[src/rtl/wide_add_sequencer.sv]
// -----------------------------------------------------------------------------
// wide_add_sequencer
//   Performs a WIDTH-bit add or subtract by streaming 32-bit chunks, least
//   significant first, through a single 32-bit carry-lookahead adder. The
//   carry between chunks is held in a register. Valid/ready on both sides.
//
// Ports:
//   clk        rising-edge clock
//   rst_n      asynchronous active-low reset
//   in_valid   operands presented          in_ready  block can accept (IDLE)
//   in_a/in_b  WIDTH-bit operands          in_sub    1 = A - B, 0 = A + B + cin
//   in_cin     carry-in for add (ignored for subtract)
//   out_valid  result available            out_ready consumer accepts result
//   out_sum    WIDTH-bit result            out_cout  carry out of MSB
//   out_ovf    signed overflow             busy      high in RUN or DONE
// -----------------------------------------------------------------------------
module wide_add_sequencer #(
  parameter int WIDTH = 128
) (
  input  logic             clk,
  input  logic             rst_n,
  input  logic             in_valid,
  output logic             in_ready,
  input  logic [WIDTH-1:0] in_a,
  input  logic [WIDTH-1:0] in_b,
  input  logic             in_sub,
  input  logic             in_cin,
  output logic             out_valid,
  input  logic             out_ready,
  output logic [WIDTH-1:0] out_sum,
  output logic             out_cout,
  output logic             out_ovf,
  output logic             busy
);

  localparam int NCHUNK = WIDTH / 32;
  localparam int KW     = (NCHUNK > 1) ? $clog2(NCHUNK) : 1;

  if (((WIDTH % 32) != 0) || (WIDTH < 32)) begin : g_bad_width
    $error("wide_add_sequencer: WIDTH must be a multiple of 32 and >= 32");
  end

  typedef enum logic [1:0] {
    ST_IDLE = 2'd0,
    ST_RUN  = 2'd1,
    ST_DONE = 2'd2
  } state_t;

  // 32-bit adder built from 4-bit lookahead groups; group carries are chained
  // through group generate/propagate. Returns {cout, sum}.
  function automatic logic [32:0] cla32(input logic [31:0] a,
                                        input logic [31:0] b,
                                        input logic        cin);
    logic [31:0] g;
    logic [31:0] p;
    logic [32:0] c;
    logic        gg;
    logic        gp;
    g    = a & b;
    p    = a ^ b;
    c    = 33'd0;
    c[0] = cin;
    for (int j = 0; j < 8; j++) begin
      c[4*j+1] = g[4*j] | (p[4*j] & c[4*j]);
      c[4*j+2] = g[4*j+1] | (p[4*j+1] & g[4*j])
               | (p[4*j+1] & p[4*j] & c[4*j]);
      c[4*j+3] = g[4*j+2] | (p[4*j+2] & g[4*j+1])
               | (p[4*j+2] & p[4*j+1] & g[4*j])
               | (p[4*j+2] & p[4*j+1] & p[4*j] & c[4*j]);
      gg = g[4*j+3] | (p[4*j+3] & g[4*j+2])
         | (p[4*j+3] & p[4*j+2] & g[4*j+1])
         | (p[4*j+3] & p[4*j+2] & p[4*j+1] & g[4*j]);
      gp = p[4*j+3] & p[4*j+2] & p[4*j+1] & p[4*j];
      c[4*j+4] = gg | (gp & c[4*j]);
    end
    return {c[32], p ^ c[31:0]};
  endfunction

  state_t           state_q;
  logic [KW-1:0]    k_q;
  logic             carry_q;
  logic [WIDTH-1:0] a_q;
  logic [WIDTH-1:0] b_q;       // already inverted for subtract
  logic [WIDTH-1:0] sum_q;
  logic             cout_q;
  logic             ovf_q;
  logic             out_valid_q;

  logic [31:0]      chunk_a_s;
  logic [31:0]      chunk_b_s;
  logic [32:0]      cla_res_s;
  logic             last_chunk_s;

  // Select the current chunk and run it through the shared adder.
  always_comb begin
    chunk_a_s    = a_q[{k_q, 5'd0} +: 32];
    chunk_b_s    = b_q[{k_q, 5'd0} +: 32];
    cla_res_s    = cla32(chunk_a_s, chunk_b_s, carry_q);
    last_chunk_s = (k_q == KW'(NCHUNK - 1));
  end

  // Control FSM together with operand, carry and result registers.
  always_ff @(posedge clk or negedge rst_n) begin
    if (!rst_n) begin
      state_q     <= ST_IDLE;
      k_q         <= {KW{1'b0}};
      carry_q     <= 1'b0;
      a_q         <= {WIDTH{1'b0}};
      b_q         <= {WIDTH{1'b0}};
      sum_q       <= {WIDTH{1'b0}};
      cout_q      <= 1'b0;
      ovf_q       <= 1'b0;
      out_valid_q <= 1'b0;
    end else begin
      case (state_q)
        ST_IDLE: begin
          if (in_valid) begin
            a_q     <= in_a;
            b_q     <= in_sub ? ~in_b : in_b;
            carry_q <= in_sub ? 1'b1 : in_cin;
            k_q     <= {KW{1'b0}};
            state_q <= ST_RUN;
          end
        end
        ST_RUN: begin
          sum_q[{k_q, 5'd0} +: 32] <= cla_res_s[31:0];
          carry_q                  <= cla_res_s[32];
          if (last_chunk_s) begin
            cout_q      <= cla_res_s[32];
            // Same-sign operands producing a different-sign result.
            ovf_q       <= (a_q[WIDTH-1] == b_q[WIDTH-1]) &&
                           (cla_res_s[31] != a_q[WIDTH-1]);
            out_valid_q <= 1'b1;
            state_q     <= ST_DONE;
          end else begin
            k_q <= k_q + KW'(1);
          end
        end
        ST_DONE: begin
          if (out_ready) begin
            out_valid_q <= 1'b0;
            state_q     <= ST_IDLE;
          end
        end
        default: begin
          out_valid_q <= 1'b0;
          state_q     <= ST_IDLE;
        end
      endcase
    end
  end

  assign in_ready  = (state_q == ST_IDLE);
  assign busy      = (state_q == ST_RUN) || (state_q == ST_DONE);
  assign out_valid = out_valid_q;
  assign out_sum   = sum_q;
  assign out_cout  = cout_q;
  assign out_ovf   = ovf_q;

endmodule

[config.mk]
export PLATFORM = sky130hd
export DESIGN_NAME = wide_add_sequencer
export DESIGN_NICKNAME = d
export VERILOG_FILES = /design/src/rtl/wide_add_sequencer.sv
export SDC_FILE = /design/constraint.sdc
export NUM_CORES = 1
export LEC_CHECK = 0
export CAP_MARGIN = 30
export CORE_ASPECT_RATIO = 1.5
export CORE_MARGIN = 2
export CORE_UTILIZATION = 60
export DETAILED_ROUTE_END_ITERATION = 12
export DONT_BUFFER_PORTS = 1
export PLACE_DENSITY = 0.76
export SETUP_SLACK_MARGIN = 0.5
export SLEW_MARGIN = 20
export SYNTH_ARGS = -nofsm -noshare
export SYNTH_HDL_FRONTEND = slang
export SYNTH_SLANG_ARGS = --single-unit
export TNS_END_PERCENT = 50
[constraint.sdc]
create_clock -name clk -period 5.2 [get_ports clk]
set_input_delay 1.04 -clock clk [delete_from_list [all_inputs] [get_ports clk]]
set_output_delay 1.04 -clock clk [all_outputs]
set_load 0.02 [all_outputs]
Word-level counts from Yosys, hierarchy flattened
Cells that the tools add are included.

Register bits after elaboration: 392. Latch bits: 0. Memory bits (writable): 0. Bits in read-only memories: 0. Input port bits: 262. Output and inout bits: 133. Word-level logic and storage cells: 262. Memories: 0.

Add/subtract/negate cells: 2. Multiply operators: 0. Divide/modulo/power cells: 0. Magnitude comparators: 0. Equal/unequal tests: 9. Shifts and indexed selects: 4. Mux-type cells: 15. Bitwise operators: 213. Reductions and logical operators: 10.

Operator list (count): 128-bit by 8-bit indexed part select with 32-bit output (2); 1-bit bitwise AND (128); 128-bit bitwise mux (1); 128-bit two-way mux (1); 128-bit NOT (1); 32-bit by 9-bit variable shift with 128-bit output, first input constant (1); 32-bit by 9-bit indexed part select with 128-bit output (1); 1-bit bitwise OR (80); 32-bit bitwise XOR (2); 32-bit bitwise AND (1); 2-bit two-way mux (5); 7-bit negation with 9-bit output (1); 3-bit AND reduction (3); 2-bit != test, second input constant (4); 2-bit case mux with 3 select lines (1); 2-bit AND reduction (3); 2-bit equality test, second input constant (2); 1-bit two-way mux (4); 2-bit case mux with 2 select lines (1); 1-bit case mux with 3 select lines (1); 2-bit by 1-bit adder with 2-bit output, second input constant (1); 2-bit by 1-bit equality test with 1-bit output, second input constant (1); 2-bit logical NOT (1); 1-bit case mux with 2 select lines (1); 6 further kinds (6).

Longest topological paths before layout
Gate-level depths: netlist of run 1.

Depth after elaboration: 24. Gate-level depth with buffers: 15. Gate-level depth less buffers: 11.

Worst setup path before layout of run 1
Ideal clock, no wire load.

Path kind: register -> register. Start: reg k_q[0]. End: reg sum_q[29] (netlist: out_sum[29]). Setup time: 0.132 ns. Arrival: 4.073 ns. Required time: 5.068 ns. Setup slack: 0.995 ns. Stages on the path, launching flop included: 16. Path buffers: 4. Clock period less this slack: 4.205 ns. Path through: dfrtp_1 > clkbuf_1 > buf_2 > buf_2 > mux4_2 > ha_1 > a211o_1 > nand4_1 > nand2_1 > a21bo_1 > buf_6 > a31oi_2 > nand3b_2 > fa_1 > xnor2_1 > o21ai_0.

Longest elaborated chain between the ends: 24. Elaborated cells on any way between the ends: 206. Those cells by class: add/sub: 1; shift: 4; mux: 1; bitwise: 200.

RTL lines: from (decl) (line 80) `logic [KW-1:0] k_q;`; from (signal assigned) (line 106) `k_q <= {KW{1'b0}};`; from (signal assigned) (line 121) `k_q <= {KW{1'b0}};`; from (signal assigned) (line 136) `k_q <= k_q + KW'(1);`; 128-bit by 8-bit indexed part select with 32-bit output, on equally long branches (line 96, 97); 32-bit bitwise XOR / 32-bit bitwise AND (equally long branches) (line 60, 59); 1-bit bitwise AND, on equally long branches; 1-bit bitwise OR, or another cell as far along (line 70) `gg = g[4*j+3] | (p[4*j+3] & g[4*j+2])`; 1-bit bitwise OR, or another cell as far along (line 71) `| (p[4*j+3] & p[4*j+2] & g[4*j+1])`; 1-bit bitwise OR / 1-bit bitwise AND (equally long branches) (line 72, 74); 1-bit bitwise OR (line 74) `c[4*j+4] = gg | (gp & c[4*j]);`; 1-bit bitwise AND (line 74); [8 not listed]; 1-bit bitwise OR (line 74); 1-bit bitwise AND (line 74); 1-bit bitwise OR (line 74); 1-bit bitwise AND, on equally long branches (line 64, 66, 69); 1-bit bitwise OR, on equally long branches (line 64, 66, 69); 32-bit bitwise XOR (line 76) `return {c[32], p ^ c[31:0]};`; 32-bit by 9-bit indexed part select with 128-bit output (line 126) `sum_q[{k_q, 5'd0} +: 32] <= cla_res_s[31:0];`; 128-bit bitwise mux * (line 126); to (signal assigned) (line 110) `sum_q <= {WIDTH{1'b0}};`; to (signal, indexed assignment) (line 126); to (decl) (line 84) `logic [WIDTH-1:0] sum_q;`.

Every way passes the cells marked *; elsewhere a longest branch is shown, timed or not. A chain may end at the register's enable or synchronous reset.

Worst setup path after layout of run 1
Start: reg k_q[0]. End: reg sum_q[95] (netlist: out_sum[95]).

Same word-level chain as after synthesis.

==> results of run 1 <==
-- registers in the layout, summed over array words and instances, names as in the netlist --
name / count
carry_q: 1
a_q: 128
b_q: 128
out_cout: 1
out_valid: 1
out_sum: 128
state_q: 2
k_q: 2
out_ovf: 1
-- final timing paths --
check	endpoint	depth (start not counted)	slack [ns]
worst min-delay path	a_q[94]	0	0.21
worst min register to register	b_q[126]	2	0.47
min in group clk	b_q[126]	2	0.47
worst max register to register	out_sum[95]	11	0.80
worst max-delay path	out_sum[95]	11	0.80
max in group asynchronous	a_q[106]	0	4.27
-- final cells by class --
type	count	area, sq um
multi-input cells	996	8200
fillers	2231	10200
clock inverters	10	120
repair buffers	17	190
diodes	6	15.0
well taps	400	500
flip-flops and latches	392	9820
inverters	13	48.8
clock buffers	56	1130
-- per-stage QoR --
stage          hold slack, ns  worst slack [ns]  power, W  cells  util (%)
2_1_floorplan           0.445             0.995    0.0113   1499         -
3_3_place_gp            0.455              1.03    0.0135   1817      61.9
3_5_place_dp            0.466             0.875    0.0138   1818      62.0
4_1_cts                 0.196             0.816    0.0166   1884      66.1
5_1_grt                 0.202             0.568    0.0177   1890      66.2
6_report                0.214             0.800    0.0166   1890      66.2
-- Yosys cell counts, types with 6 or more instances --
master,number,area (sq um)
inv_1,13,48.8
nand3_1,6,30.0
nor2_1,20,75.1
a21o_1,9,67.6
nand4_1,6,37.5
a21oi_1,23,115
ha_1,41,513
clkbuf_1,78,293
buf_1,16,60.1
nand2b_1,8,50.1
o21a_1,8,60.1
o21ai_0,178,891
mux4_2,64,1440
o31ai_1,7,52.6
or3_1,6,37.5
xnor2_1,141,1230
a22o_1,76,666
mux2_2,129,1450
fa_1,8,160
nand2_1,198,743
nor3_1,13,65.1
dfrtp_1,392,9810
-- kinds of logic (layout without fill, tap and decap cells) --
kind of cell / Yosys count / count (layout) / share of synthesized area [%]
flip-flops: 392 / 392 / 53.3
AO/OA/AOI/OAI: 332 / 332 / 11.6
AND/OR/NAND/NOR: 276 / 276 / 6.43
multiplexers: 195 / 195 / 15.8
XOR/XNOR: 144 / 144 / 6.85
buffers and inverters: 111 / 96 / 2.32
adder cells (fa/ha/maj): 49 / 49 / 3.66
other: 0 / 6 / 0
-- metal layers --
metal | track usage, % | wire length (microns) | vias to the layer above
li1 | - | - | 5253
met3 | 8.73 | 4000 | 98
met5 | 0 | 8 | -
met4 | 11.9 | 1840 | 2
met2 | 48.6 | 23500 | 467
met1 | 35.3 | 17200 | 5873
-- where the power goes --
group / switching [W] / internal [W]
Combinational: 0.00476 / 0.00337
Clock: 0.00117 / 0.00161
Sequential: 0.00130 / 0.00439
==> results_dict.tcl, run 1 <==
set metrics [dict create \
    powerDensity_mw_per_mm2 829 \
    portBuffers 0 \
    routed_via_density 6.19 \
    ys_ff_latch 392 \
    setup_viol 0 \
    dominantRegCellSynth "dfrtp_1" \
    antenna_found_initial 7 \
    r2r-start "k_q[0]" \
    max_stage_delay_ns 0.67 \
    clkSinkCount 392 \
    synthesis.nets 1810 \
    nets 1768 \
    cts_tree "built" \
    fp.dieArea_sq_mm 0.0321 \
    yosys_warnings 0 \
    postSynth.asyncResetShare_pct 100 \
    hold_viol 0 \
    clk-insertion-delay-late_ns 0.54 \
    routabilityCongestion 0.916 \
    max_freq_mhz 227 \
    synth_seq_area_share_pct 53.3 \
    cp_slowest_cell "xnor2_1" \
    cts.htree.levels 2 \
    root_buffer "clkbuf_16" \
    start_kind "register" \
    cp_max_fo 19 \
    drive_above_1_share_pct 19.2 \
    ys_types 59 \
    syn_area_sq_mm 0.0184 \
    drtIter0Drc 716 \
    status "complete, no violations" \
    ant_nets 0 \
    finalMaxSlewViolations 0 \
    syn_area_per_cell_sq_um 12.3 \
    placed_area_sq_mm 0.0188 \
    worstSetupPathType "reg2reg" \
    rows 78 \
    grt_use_total_pct 29.0 \
    coreArea_sq_mm 0.0303 \
    post-route-period-util_pct 84.6 \
    clockBufferDepth 3 \
    setup_tns_ns 0 \
    fin_area_sq_mm 0.0200 \
    crit_start "k_q[0]" \
    area_delta_synth_final_pct 8.72 \
    ioPinCount 395 \
    numCtsBuffers 37 \
    final_common_cell "dfrtp_1" \
    fin_skew_ns 0.0174 \
    peakVddDrop_uv 411 \
    maxSlewHeadroom_pct 33.1 \
    route.detailed.drc 0 \
    synthCells 1499 \
    start_util_pct 60.9 \
    grt_pass1_wl_microns 71500 \
    grt.overflow.total 0 \
    die_h_microns 219 \
    synth_edf_count 0 \
    routed_wl_microns 46500 \
    critPathBufInv 1 \
    postCtsSetupBuffers 0 \
    critPathArrivalTime_ns 4.86 \
    clkSlewWorstSetupHoldPaths_ns 0.07 \
    path_cells "buf_4 > mux4_2 > ha_1 > a21o_1 > a21o_1 > a221oi_1 > nor3_1 > a31oi_2 > a31oi_2 > xnor2_1 > a22o_1" \
    ctsResizeCount 0 \
    power.leakage_nw 8.64 \
    die_w_microns 147 \
    via_count 11700 \
    dp_hpwl_microns 33300 \
    grt_pass1_vias 12200 \
    detail_route.wl_per_cell_microns 24.6 \
    rsz0062_at_grt "false" \
    cp.required_ns 5.66 \
    drv_cap 0 \
    dr.pass1.iters 5 \
    cts_hold_buf 0 \
    hold_path_class "in2async" \
    worstMarginPinSlew_ns 1.00 \
    grt_max_degree 393 \
    cp_top_family "compound AO/OA/AOI/OAI gates" \
    end_kind "register" \
    layout_common_cells "dfrtp_1, nand2_1, o21ai_0" \
    fin_crit_ns 4.40 \
]
(Power assumes the default switching activity.)
==> run 2: changes to the inputs <==
--- a/config.mk
+++ b/config.mk
@@ -8,7 +8,7 @@
 export CAP_MARGIN = 30
 export CORE_ASPECT_RATIO = 1.5
 export CORE_MARGIN = 2
-export CORE_UTILIZATION = 60
+export CORE_UTILIZATION = 58
 export DETAILED_ROUTE_END_ITERATION = 12
 export DONT_BUFFER_PORTS = 1
 export PLACE_DENSITY = 0.76
==> constraint.sdc (replaced) <==
create_clock -name clk -period 3.5 [get_ports clk]
set_input_delay 0.7 -clock clk [delete_from_list [all_inputs] [get_ports clk]]
set_output_delay 0.7 -clock clk [all_outputs]
set_load 0.02 [all_outputs]
==> run 2 against run 1 <==
Net effect:
- the flow now finishes with violations (negative hold slack, negative setup slack)
- worst hold slack got worse by 0.32 ns
- final area grew 7.7%
- first-iteration DRC count increased by 1.5%
==> results_dict.tcl, run 2 (synthesis gave the netlist of run 1 again) <==
set metrics [dict create \
    status "complete, but fails checks" \
    failed_checks "negative hold slack, negative setup slack" \
    rsz0062_at_grt "true" \
    layout_common_cells "dfrtp_1, nand2_1, o21ai_0" \
    routed_wl_microns 48900 \
    final_common_cell "dfrtp_1" \
    end_kind "register" \
    grt_pass1_wl_microns 75600 \
    root_buffer "clkbuf_16" \
    post-route-util_pct 69.2 \
    cts_tree "built" \
    hold_slack_ns -0.107 \
    dp_hpwl_microns 34200 \
    worstSetupPathType "reg2reg" \
    dp_slack_ns -0.141 \
    dr.pass1.iters 5 \
    nets 1860 \
    routabilityCongestion 0.871 \
    via_count 12200 \
    max_freq_mhz 276 \
    r2r-start "k_q[0]" \
    coreArea_sq_mm 0.0311 \
    crit_path_frequent_cell "buf_12" \
    finalMaxSlewViolations 0 \
    antenna_found_initial 4 \
    ff2ff_setup_slack_ns -0.12 \
    die_w_microns 149 \
    clockBufferDepth 3 \
    cp_slowest_cell "mux4_2" \
    detail_route.wl_per_cell_microns 24.6 \
    worst_slack_ns -0.122 \
    portBuffers 0 \
    rows 79 \
    fp.dieArea_sq_mm 0.0332 \
    route.detailed.drc 0 \
    r2r-end "out_sum[29]" \
    hold_viol 172 \
    worstMarginPinSlew_ns 1.13 \
    clkSlewWorstSetupHoldPaths_ns 0.07 \
    ant_nets 0 \
    crit_start "k_q[0]" \
    clkSinkCount 392 \
    ioPinCount 395 \
    fin_skew_ns 0.0294 \
    cp.required_ns 3.90 \
    max_stage_delay_ns 0.56 \
    fin_crit_ns 3.62 \
    numCtsBuffers 38 \
    maxSlewHeadroom_pct 24.5 \
    drive_above_1_share_pct 28.1 \
    grt_max_degree 393 \
    drv_cap 0 \
    die_h_microns 222 \
    start_util_pct 59.1 \
    grt.overflow.total 0 \
    critPathArrivalTime_ns 4.02 \
    cts.htree.levels 2 \
    grt_use_total_pct 29.7 \
    clk-insertion-delay-late_ns 0.55 \
    start_kind "register" \
    setup_viol 45 \
    hold_path_class "in2async" \
    cp_max_fo 8 \
    path_cells "buf_12 > buf_12 > mux4_2 > ha_4 > a21oi_4 > o21ai_4 > a32oi_1 > a21bo_4 > a31oi_4 > nand3b_4 > fa_2 > xnor2_4 > o21ai_1" \
    r2r_cells 13 \
    drtIter0Drc 727 \
    grt_pass1_vias 12800 \
    post-route-period-util_pct 103 \
    routed_via_density 6.14 \
    area_delta_synth_final_pct 17.1 \
]
[run 2: cell types whose count changed in the layout (fill, tap and decap cells not counted), sizes merged]
cell,change
bufinv,+4
buf,+91
clkinv,+3
inv,-3
[run 2: worst max-delay path: cells and delay by family (launching register included)]
family | cells | cell delay, ns
fa+ha+maj | 2 | 0.67
buf+inv | 2 | 0.31
mux | 1 | 0.56
compound gates | 6 | 1.05
xor+xnor | 1 | 0.26
flops | 1 | 0.50
simple gates | 1 | 0.11
[run 2: how the worst max path moves through the flow]
stage,endpoint,slack [ns],depth (start not counted)
after floorplan,out_sum[60],0.11,14
final,out_sum[29],-0.12,13
after global placement,out_sum[29],-0.08,12
after detailed placement,out_sum[122],-0.14,12
after global routing,out_sum[29],-0.21,13
after CTS,out_sum[61],-0.02,13
[run 2: area by class of cell]
| type | instances | area [sq um] |
|---|---|---|
| sequential | 392 | 9820 |
| antenna | 6 | 15.0 |
| multi-input combinational | 996 | 8790 |
| timing repair buffer | 108 | 1040 |
| inverter | 13 | 48.8 |
| clock buffer | 56 | 1120 |
| clock inverter | 14 | 225 |
| fill | 2125 | 9580 |
| tap | 405 | 507 |
[run 2: layer usage]
layer,share of wire (%),global-route usage (%)
met1,36,36.0
met2,50,49.0
met3,8.9,8.52
met4,5.0,13.4
met5,0,0
[run 2: through the flow]
step / cell area (sq um) / std cells / setup TNS (ns)
2_1_floorplan: 18600 / 1499 / 0
3_3_place_gp: 19400 / 1892 / -0.510
3_5_place_dp: 19400 / 1892 / -3.65
4_1_cts: 21400 / 1979 / -0.119
5_1_grt: 21600 / 1989 / -8.28
6_report: 21600 / 1990 / -2.22
[run 2: what timing repair did]
item,CTS,global route
endpoints found under the hold margin,392,392
resized for setup,79,29
setup buffers,16,5
cloned,1,0
pin swaps,74,53
setup endpoints to repair,115,115
Power of run 2 is left out: the tool's default activity adds up to more than one toggle a clock period on the data nets, which glitch-free logic cannot reach.
==> run 3: changes to the inputs <==
--- a/config.mk
+++ b/config.mk
@@ -5,6 +5,7 @@
 export SDC_FILE = /design/constraint.sdc
 export NUM_CORES = 1
 export LEC_CHECK = 0
+export ABC_AREA = 1
 export CAP_MARGIN = 30
 export CORE_ASPECT_RATIO = 1.5
 export CORE_MARGIN = 2
==> run 3 against run 2 <==
Net effect:
- the run still ends with negative hold slack, negative setup slack left
- final area up 0.12%
- via count up 16%
- sequential cell count unchanged
- utilization down 1.4 points
==> results_dict.tcl, run 3 <==
set metrics [dict create \
    worst_slack_ns -0.0718 \
    ff2ff_setup_slack_ns -0.07 \
    cp.required_ns 3.86 \
    use_met3_pct 8.21 \
    die_w_microns 151 \
    root_buffer "clkbuf_16" \
    die_h_microns 224 \
    rsz0062_at_grt "true" \
    dr.pass1.iters 5 \
    power.total_w 0.0287 \
    grt_max_degree 393 \
    failed_checks "negative hold slack, negative setup slack" \
    r2r-start "k_q[0]" \
    grt_use_met2_pct 50.4 \
    worstSetupPathType "reg2reg" \
    synthTopCellsByCount "dfrtp_1, nand2_1, o21ai_0" \
    globalRoute.busiestLayer "met2" \
    maxSlewHeadroom_pct 40.0 \
    routabilityCongestion 0.870 \
    hold_path_class "in2async" \
    antenna_found_initial 16 \
    clkSlewWorstSetupHoldPaths_ns 0.07 \
    synthCells 1913 \
    portBuffers 0 \
    powerDensity_mw_per_mm2 1330 \
    fin_skew_ns 0.0255 \
    postSynth.asyncResetShare_pct 100 \
    max_freq_mhz 280 \
    ant_nets 0 \
    syn_area_sq_mm 0.0187 \
    cts.htree.levels 2 \
    peakVddDrop_uv 635 \
    finalMaxSlewViolations 0 \
    synth_top_cell_area_share_pct 52.4 \
    start_util_pct 58.8 \
    power.leakage_nw 9.62 \
    synth.area.top_cells "dfrtp_1, o21ai_0, mux2_2" \
    ioPinCount 395 \
    grt_pass1_wl_microns 79300 \
    critPathArrivalTime_ns 3.94 \
    fillers 2415 \
    fin_crit_ns 3.57 \
    routed_via_density 5.96 \
    route.detailed.drc 0 \
    r2r-end "out_sum[125]" \
    layout.area.seq_sq_mm 0.00981 \
    drv_cap 0 \
    status "complete, but fails checks" \
    clk-insertion-delay-late_ns 0.53 \
    post-route-period-util_pct 102 \
    grt_pass1_vias 14400 \
    area_delta_synth_final_pct 15.3 \
    dominantRegCellSynth "dfrtp_1" \
    end_kind "register" \
    nets 2234 \
    hold_viol 282 \
    drive_above_1_share_pct 21.3 \
    setup_tns_ns -0.265 \
    ys_types 37 \
    clkSinkCount 392 \
    cts_tree "built" \
    rows 80 \
    yosysMostFrequentCell "dfrtp_1" \
    met1_usage_pct 36.2 \
    grt.overflow.total 0 \
    dp_hpwl_microns 35400 \
    fp.dieArea_sq_mm 0.0338 \
    cp_max_fo 24 \
    ys_ff_latch 392 \
    via_count 14100 \
    synth_area_leader_cell "dfrtp_1" \
    setup_viol 8 \
    numCtsBuffers 37 \
    synth_edf_count 0 \
    start_kind "register" \
    grt_use_total_pct 30.3 \
    synthesis.nets 2224 \
    layout_common_cells "dfrtp_1, nand2_1, o21ai_0" \
    syn_area_per_cell_sq_um 9.79 \
    crit_start "k_q[0]" \
    hold_slack_ns -0.110 \
    synth_seq_area_share_pct 52.4 \
    multi_input_area_sq_mm 0.00882 \
    r2r_cells 20 \
    final_common_cell "dfrtp_1" \
    routed_wl_microns 52400 \
    yosys_warnings 0 \
    drtIter0Drc 860 \
    detail_route.wl_per_cell_microns 22.1 \
    coreArea_sq_mm 0.0318 \
    clockBufferDepth 3 \
    worstMarginPinSlew_ns 0.899 \
]
run 3: cell count changes after synthesis, moves of 9 or more:
cell | before | now
nand2_1 | 198 | 339
nand3_1 | 6 | 37
clkbuf_1 | 78 | 111
o22ai_1 | 1 | 64
a22o_1 | 76 | 20
nor3_1 | 13 | 3
nand2_4 | 0 | 13
nor2_1 | 20 | 164
a21oi_1 | 23 | 12
buf_1 | 16 | 7
mux4_2 | 64 | 0
inv_1 | 13 | 38
buf_2 | 3 | 12
o21ai_0 | 178 | 338
run 3: per-layer routing:
layer / vias to the layer above / wire length (microns)
li1: 6483 / -
met1: 6915 / 19300
met2: 585 / 26100
met3: 125 / 4600
met4: 2 / 2370
met5: - / 13
run 3: area by class of cell:
cell class	instances	share of cell area, %
inverter	38	0.719
antenna	15	0.174
clock buffer	53	4.89
timing repair buffer	102	5.23
tap	410	2.38
clock inverter	7	0.296
multi-input combinational	1352	40.9
sequential	392	45.5
run 3: how the worst max path moves through the flow:
stage / endpoint / depth (start not counted) / slack, ns
after floorplan: out_sum[93] / 27 / 0.08
after global placement: out_sum[125] / 23 / -0.05
after detailed placement: out_sum[125] / 23 / -0.18
after CTS: out_sum[125] / 22 / 0.02
after global routing: out_sum[125] / 22 / -0.20
final: out_sum[125] / 20 / -0.07
run 3: cells by family (layout without fill, tap and decap cells):
family                     count (synthesis)  after routing  synth area share [%]
and+or+nand+nor                          582            582                  12.9
DFF                                      392            392                  52.4
adders and majority gates                 49             49                  3.59
AOI/OAI and AO/OA                        451            451                  13.2
xor gates and xnor gates                 142            142                  6.68
muxes                                    128            128                  7.70
buffers and inverters                    169            200                  3.49
other                                      0             15                     0
run 3: power by group:
| group | internal, W | total [W] | switching [W] |
|---|---|---|---|
| clock | 0.00216 | 0.00384 | 0.00168 |
| sequential | 0.00636 | 0.00791 | 0.00155 |
| combinational | 0.00748 | 0.0169 | 0.00945 |
| total | 0.0160 | 0.0287 | 0.0127 |
run 3: critical path, cell delays in order, from the launching register on:
cell and delay (ns):
dfrtp_4 0.56, buf_4 0.18, bufbuf_16 0.30, nor2_1 0.11, o22ai_1 0.11, ha_1 0.34, inv_1 0.12, o21ai_0 0.13
a21oi_2 0.25, nand2_4 0.08, nand2_4 0.07, nand2_4 0.06, nand2_4 0.06, nand2_4 0.05, nand2_4 0.06, nand2_4 0.05
fa_2 0.37, xnor2_2 0.23, nor2_1 0.09, nand2_1 0.09, o21ai_1 0.07
run 3: what timing repair did:
item,4_1_cts,5_1_grt
gates cloned,5,0
buffers inserted,13,8
pin swaps,18,52
resized for setup,65,89
setup endpoints to repair,95,113
endpoints found under the hold margin,392,392
run 3: through the flow:
step                      instance area, sq um  util [%]  worst slack [ns]  instances
after floorplan                          18900         -            0.0756       1913
after global placement                   19600      61.5           -0.0462       2268
after detailed placement                 19600      61.5            -0.184       2268
after CTS                                21200      66.6            0.0157       2346
after global routing                     21600      67.8            -0.203       2368
final                                    21600      67.8           -0.0718       2369
